[config.mk]
export PLATFORM = sky130hd
export DESIGN_NAME = plab4_net_router_input_ctrl_buf_flat
export DESIGN_NICKNAME = d
export VERILOG_FILES = /design/src/rtl/plab4_net_router_input_ctrl_buf_if.sv /design/src/rtl/plab4_net_router_input_ctrl_buf.sv /design/src/flat_wrapper.sv
export SDC_FILE = /design/constraint.sdc
export NUM_CORES = 1
export LEC_CHECK = 0
export ABC_CLOCK_PERIOD_IN_PS = 6910
export BUFFER_PORTS_ARGS = -buffer_cell sky130_fd_sc_hd__buf_2
export CAP_MARGIN = 20
export CORE_UTILIZATION = 60
export CTS_CLUSTER_DIAMETER = 50
export DETAILED_ROUTE_END_ITERATION = 10
export HOLD_SLACK_MARGIN = 0.1
export PLACE_DENSITY = 0.92
export RECOVER_POWER = 25
export SLEW_MARGIN = 10
export SYNTH_ARGS = -nofsm -noshare
export SYNTH_HDL_FRONTEND = slang
export SYNTH_SLANG_ARGS = --single-unit
[constraint.sdc]
create_clock -name clk -period 6.91 [get_ports clk]
set_input_delay 1.382 -clock clk [delete_from_list [all_inputs] [get_ports clk]]
set_output_delay 1.382 -clock clk [all_outputs]
set_load 0.005 [all_outputs]
[src/rtl/plab4_net_router_input_ctrl_buf_if.sv]
// Handshake bundle between the input channel, the router input controller
// and the output arbiters. The controller is the slave side.
interface plab4_net_router_input_ctrl_buf_if #(
  parameter int p_num_routers = 8,
  parameter int p_depth       = 4
);
  localparam int c_dest_nbits = (p_num_routers > 1) ? $clog2(p_num_routers) : 1;
  localparam int c_cnt_nbits  = $clog2(p_depth + 1);

  logic                    in_val;
  logic                    in_rdy;
  logic [c_dest_nbits-1:0] in_dest;
  logic                    in_tail;
  logic [2:0]              reqs;
  logic [2:0]              grants;
  logic                    deq;
  logic [c_cnt_nbits-1:0]  count;

  modport master (
    output in_val, in_dest, in_tail, grants,
    input  in_rdy, reqs, deq, count
  );

  modport slave (
    input  in_val, in_dest, in_tail, grants,
    output in_rdy, reqs, deq, count
  );
endinterface

[src/rtl/plab4_net_router_input_ctrl_buf.sv]
// Ring router input controller with a small queue of flit metadata.
// Routes the head flit (shortest path or fixed one-way request), requests
// the chosen output and holds a wormhole lock from head flit to tail flit.
module plab4_net_router_input_ctrl_buf #(
  parameter int         p_router_id    = 0,
  parameter int         p_num_routers  = 8,
  parameter int         p_depth        = 4,
  parameter int         p_oneway       = 0,
  parameter logic [2:0] p_default_reqs = 3'b001
) (
  input logic clk,
  input logic reset,
  input logic domain_ID,
  plab4_net_router_input_ctrl_buf_if.slave bus
);

  localparam int c_dest_nbits = (p_num_routers > 1) ? $clog2(p_num_routers) : 1;
  localparam int c_cnt_nbits  = $clog2(p_depth + 1);
  localparam int c_ptr_nbits  = $clog2(p_depth);

  localparam logic [c_ptr_nbits-1:0]  c_lastPtr = c_ptr_nbits'(p_depth - 1);
  localparam logic [c_cnt_nbits-1:0]  c_depth   = c_cnt_nbits'(p_depth);
  localparam logic [c_dest_nbits:0]   c_id      = (c_dest_nbits + 1)'(p_router_id);
  localparam logic [c_dest_nbits:0]   c_num     = (c_dest_nbits + 1)'(p_num_routers);
  localparam logic [c_dest_nbits:0]   c_half    = (c_dest_nbits + 1)'(p_num_routers / 2);

  typedef enum logic {
    IDLE   = 1'b0,
    LOCKED = 1'b1
  } state_t;

  state_t                  state_q;
  logic [2:0]              lock_q;
  logic [c_ptr_nbits-1:0]  wrPtr_q, wrPtr_d;
  logic [c_ptr_nbits-1:0]  rdPtr_q, rdPtr_d;
  logic [c_cnt_nbits-1:0]  count_q, count_d;
  logic [c_dest_nbits-1:0] destMem_q [p_depth];
  logic                    tailMem_q [p_depth];

  logic                    empty;
  logic                    inRdy;
  logic                    enq;
  logic                    deq;
  logic [c_dest_nbits-1:0] headDest;
  logic                    headTail;
  logic [c_dest_nbits:0]   headDestX;
  logic [c_dest_nbits:0]   distance;
  logic [2:0]              route;
  logic [2:0]              reqs;

  // domain_ID only labels the ports; no logic depends on it.
  logic unused_domainId;
  assign unused_domainId = domain_ID;

  assign empty     = (count_q == '0);
  assign inRdy     = (count_q < c_depth);
  assign enq       = bus.in_val && inRdy;
  assign headDest  = destMem_q[rdPtr_q];
  assign headTail  = tailMem_q[rdPtr_q];
  assign headDestX = {1'b0, headDest};

  // Route the head flit: local delivery, fixed one-way request, or the
  // shorter ring direction with ties going clockwise.
  always_comb begin
    distance = '0;
    route    = 3'b000;
    if (headDestX >= c_id) begin
      distance = headDestX - c_id;
    end else begin
      distance = headDestX + c_num - c_id;
    end
    if (headDestX == c_id) begin
      route = 3'b010;
    end else if (p_oneway != 0) begin
      route = p_default_reqs;
    end else if (distance <= c_half) begin
      route = 3'b001;
    end else begin
      route = 3'b100;
    end
  end

  // Requests come from the route in IDLE and from the held lock mid-packet.
  always_comb begin
    reqs = 3'b000;
    if (!empty) begin
      reqs = (state_q == LOCKED) ? lock_q : route;
    end
  end

  assign deq = |(reqs & bus.grants);

  assign bus.in_rdy = inRdy;
  assign bus.reqs   = reqs;
  assign bus.deq    = deq;
  assign bus.count  = count_q;

  // Next pointer and occupancy values; pointers wrap at the queue depth.
  always_comb begin
    wrPtr_d = wrPtr_q;
    rdPtr_d = rdPtr_q;
    count_d = count_q;
    if (enq) begin
      wrPtr_d = (wrPtr_q == c_lastPtr) ? '0 : wrPtr_q + 1'b1;
    end
    if (deq) begin
      rdPtr_d = (rdPtr_q == c_lastPtr) ? '0 : rdPtr_q + 1'b1;
    end
    case ({enq, deq})
      2'b10:   count_d = count_q + 1'b1;
      2'b01:   count_d = count_q - 1'b1;
      default: count_d = count_q;
    endcase
  end

  // Queue pointers and occupancy, cleared immediately by reset.
  always_ff @(posedge clk or negedge reset) begin
    if (!reset) begin
      wrPtr_q <= '0;
      rdPtr_q <= '0;
      count_q <= '0;
    end else begin
      wrPtr_q <= wrPtr_d;
      rdPtr_q <= rdPtr_d;
      count_q <= count_d;
    end
  end

  // Flit metadata storage; stale entries are never read because count gates them.
  always_ff @(posedge clk) begin
    if (enq) begin
      destMem_q[wrPtr_q] <= bus.in_dest;
      tailMem_q[wrPtr_q] <= bus.in_tail;
    end
  end

  // Wormhole lock: a granted head without tail locks its output until the tail leaves.
  always_ff @(posedge clk or negedge reset) begin
    if (!reset) begin
      state_q <= IDLE;
      lock_q  <= 3'b000;
    end else begin
      case (state_q)
        IDLE: begin
          if (deq && !headTail) begin
            state_q <= LOCKED;
            lock_q  <= reqs;
          end
        end
        LOCKED: begin
          if (deq && headTail) begin
            state_q <= IDLE;
            lock_q  <= 3'b000;
          end
        end
        default: begin
          state_q <= IDLE;
          lock_q  <= 3'b000;
        end
      endcase
    end
  end

endmodule

[src/flat_wrapper.sv]
// flat-port wrapper written by rule: the top's interface ports become plain ports
module plab4_net_router_input_ctrl_buf_flat 
#(
  parameter int         p_router_id    = 0,
  parameter int         p_num_routers  = 8,
  parameter int         p_depth        = 4,
  parameter int         p_oneway       = 0,
  parameter logic [2:0] p_default_reqs = 3'b001
)
  (clk, reset, domain_ID, bus_in_val, bus_in_dest, bus_in_tail, bus_grants, bus_in_rdy, bus_reqs, bus_deq, bus_count);
  plab4_net_router_input_ctrl_buf_if #(.p_num_routers(p_num_routers), .p_depth(p_depth)) bus_i ();
  input logic clk;
  input logic reset;
  input logic domain_ID;
  input wire logic [$bits(bus_i.in_val)-1:0] bus_in_val;
  input wire logic [$bits(bus_i.in_dest)-1:0] bus_in_dest;
  input wire logic [$bits(bus_i.in_tail)-1:0] bus_in_tail;
  input wire logic [$bits(bus_i.grants)-1:0] bus_grants;
  output wire logic [$bits(bus_i.in_rdy)-1:0] bus_in_rdy;
  output wire logic [$bits(bus_i.reqs)-1:0] bus_reqs;
  output wire logic [$bits(bus_i.deq)-1:0] bus_deq;
  output wire logic [$bits(bus_i.count)-1:0] bus_count;
  assign bus_i.in_val = bus_in_val;
  assign bus_i.in_dest = bus_in_dest;
  assign bus_i.in_tail = bus_in_tail;
  assign bus_i.grants = bus_grants;
  assign bus_in_rdy = bus_i.in_rdy;
  assign bus_reqs = bus_i.reqs;
  assign bus_deq = bus_i.deq;
  assign bus_count = bus_i.count;
  plab4_net_router_input_ctrl_buf #(.p_router_id(p_router_id), .p_num_routers(p_num_routers), .p_depth(p_depth), .p_oneway(p_oneway), .p_default_reqs(p_default_reqs)) u_core (.clk(clk), .reset(reset), .domain_ID(domain_ID), .bus(bus_i));
endmodule
==> summary.md <==
| Metric | Value |
|---|---|
| Initial Utilization | 63.0% |
| Buffers plus inverters on the worst setup path | 3 |
| Pwr dens | 458 mW/mm2 |
| Slowest stage delay, CP | 630 ps |
| Initial antenna violation count | 0 |
| Max Freq | 0.250 GHz |
| # IOs | 19 |
| Clk Latency, worst-skew pair | 320 ps |
| Die height | 50.0 um |
| Avg Cell Area, Syn | 12.1 um2 |
| # diodes | 0 |
| Crit path cell chain | mux4_1 > inv_1 > ha_1 > nand2b_1 > a211o_1 > and3_1 > inv_2 > buf_2 |
| Routed Antenna Nets | 0 |
| Cell accounting for the most synthesized area | edfxtp_1 |
| Non-Filler Instances | 160 |
| WS Path Type | reg2out |
| Yosys Warn Count | 0 |
| # rows | 17 |
| Root buffer cell | clkbuf_4 |
| Synth top cells by count | 16 x edfxtp_1, 13 x inv_1, 11 x dfrtp_1, 10 x nand2_1, 8 x ha_1 |
| Cts hold-fix bufs | 0 |
| Final Cycle Share | 57.9% |
| Final setup violation count | 0 |
| Remaining DRCs | 0 |
| Detailed Route Iter0 Violations | 15 |
| Setup TNS Final | 0 ps |
| Top delay family on crit path | multiplexers |
| CTS buffer count | 3 |
| # Max-Cap Violations | 0 |
| Ranking of synthesized cells by area | edfxtp_1 35%, dfrtp_1 20%, ha_1 7.3%, inv_1 3.5%, nand2_1 2.7% |
| CP arrival | 2620 ps |
| Most frequent cell after synthesis | edfxtp_1 |
| Setup crit start kind | register |
| Largest net degree at the start of global routing | 17 |
| Synth Net Count | 134 |
| Tmin final | 4000 ps |
| Total clock sinks | 27 |
| Final Hold Fails | 0 |
| Worst EP required | 5530 ps |
| Leak | 0.638 nW |
| Nets | 153 |
| Placed wire-length estimate | 1740 um |
| Synth top area share | 34.8% |
| Clock Path Buffers | 2 |
| Post-Syn Area | 0.00138 mm2 |
| Layout cells sized above 1 | 18.2% |
| Max H-tree Level | 1 |
| Post-CTS setup buffers | 0 |
| Synth Register Bits | 27 |
| Synth-to-Final Area Change | 8.70% |
| Gr usage total | 20.9% |
| Post-CTS resize count | 0 |
| Status | finished clean |
| Maximum vdd ir drop | 310 uV |
| Core area | 0.00219 mm2 |
| First-pass GRT wire length | 3760 um |
| Main synth FF type | edfxtp_1 |
| Slew at the pin closest to its max-slew limit | 603 ps |
| Fin Clk Skew | 11.5 ps |
| Relative slew slack | 59.8% |
| EDFF count, synth | 16 |
| GRT overflow | 0 |
| WL final | 2180 um |
| Die W | 50.0 um |
| DRT Pass-1 Iters | 4 |
| Worst Path Max Fanout | 9 |
| Routed len/inst | 13.6 um |
| Async set-or-reset flop fraction in the synthesized netlist | 40.7% |
| Final Max Tran Viols | 0 |
| Cells after Synth | 114 |
| RSZ-0062 raised after global routing | false |
| Die Footprint | 0.00250 mm2 |
| Post-synthesis sequential area ratio | 54.8% |
| Clk slew on worst S/H paths | 130 ps |
| Hold crit path type | reg2reg |
| Vias in the first global route | 861 |
| Gpl congestion | 0.854 |
| Post-synthesis cell type count | 34 |
| Clock tree from TritonCTS | done |
| Setup crit end kind | output port |
| IO buf count | 17 |
| Drt via density | 5.57 |
| Via Count | 891 |
| Slowest cell on crit path | mux4_1 |
| Placed cell count | 156 |
cell type report:
class                           count  area (um2)
Tap cell                           28        35.0
Clock buffer                        3        22.5
Timing Repair Buffer               17        82.6
Sequential cell                    27         756
Multi-Input combinational cell     70         544
Clock inverter                      1        7.51
Inverter                           14        52.6
Fill cell                         153         691
power by group:
group,internal (mW),leakage (nW),switching [mW]
Combinational,0.167,0.347,0.183
Sequential,0.222,0.276,0.0486
Clock,0.0221,0.0139,0.0446
Total,0.411,0.638,0.276
state kept, by name (all words and copies together), names as in the netlist, named ones only:
register	count
u_core.bus.count	3
u_core.destMem_q	12
u_core.lock_q	3
u_core.rdPtr_q	2
u_core.tailMem_q	4
u_core.wrPtr_q	2
final timing paths:
check                                         start                   to  cells past startpoint  slack [ps]
max in group asynchronous                     reset    u_core.wrPtr_q[0]                      1        5500
worst min register to register  u_core.bus.count[1]  u_core.bus.count[1]                      2         570
worst min-delay path            u_core.bus.count[1]  u_core.bus.count[1]                      2         570
worst max register to register    u_core.rdPtr_q[0]  u_core.bus.count[2]                     13        3650
min in group asynchronous                     reset    u_core.wrPtr_q[1]                      1        1010
worst max-delay path              u_core.rdPtr_q[0]              bus_deq                      8        2910
cells by family (layout without fill, tap and decap cells):
kind of cell	Yosys count	in the layout	synth area share, %
XOR/XNOR	3	3	1.90
flip-flops	27	27	54.8
adder cells (fa/ha/maj)	9	9	8.70
buffers and inverters	17	35	5.80
AND/OR/NAND/NOR	33	33	12.1
AO/OA/AOI/OAI	17	17	8.52
multiplexers	8	8	8.16
layer usage:
layer  wire [um]  track usage, %
met5           0               0
met4          17            8.57
met3          53            2.78
met2        1160            35.6
met1         955            26.8
placed cells by master, fill, tap and decap left out, drive strengths merged, types with 4 or more instances in the layout:
master  Yosys  final
clkbuf      0      5
ha          8      8
nor2        5      5
inv        14     14
buf         3     15
nand2b      4      4
nand2      10     10
edfxtp     16     16
and2        4      4
dfrtp      11     11
o21ai       4      4
worst register-to-register path: stages (launching register included):
cell and delay [ps]:
dfrtp_1 540, mux4_1 630, inv_1 80, ha_1 140, nand2b_1 80, a211o_1 360, and3_1 220, inv_2 130
ha_1 200, inv_1 60, fa_1 370, xor2_1 150, nor2_1 110, xnor2_1 130
through the flow:
step / worst slack (ps) / instance area [um2] / util, % / power [mW] / hold WS (ps)
after floorplan: 3530 / 1380 / - / 0.542 / 517
after global placement: 3270 / 1470 / 67.2 / 0.597 / 513
after detailed placement: 3250 / 1470 / 67.2 / 0.626 / 538
after CTS: 2890 / 1500 / 68.6 / 0.693 / 569
after global routing: 2760 / 1500 / 68.5 / 0.759 / 589
final: 2910 / 1500 / 68.5 / 0.687 / 568
No activity file was read; power rests on OpenSTA's default activity.
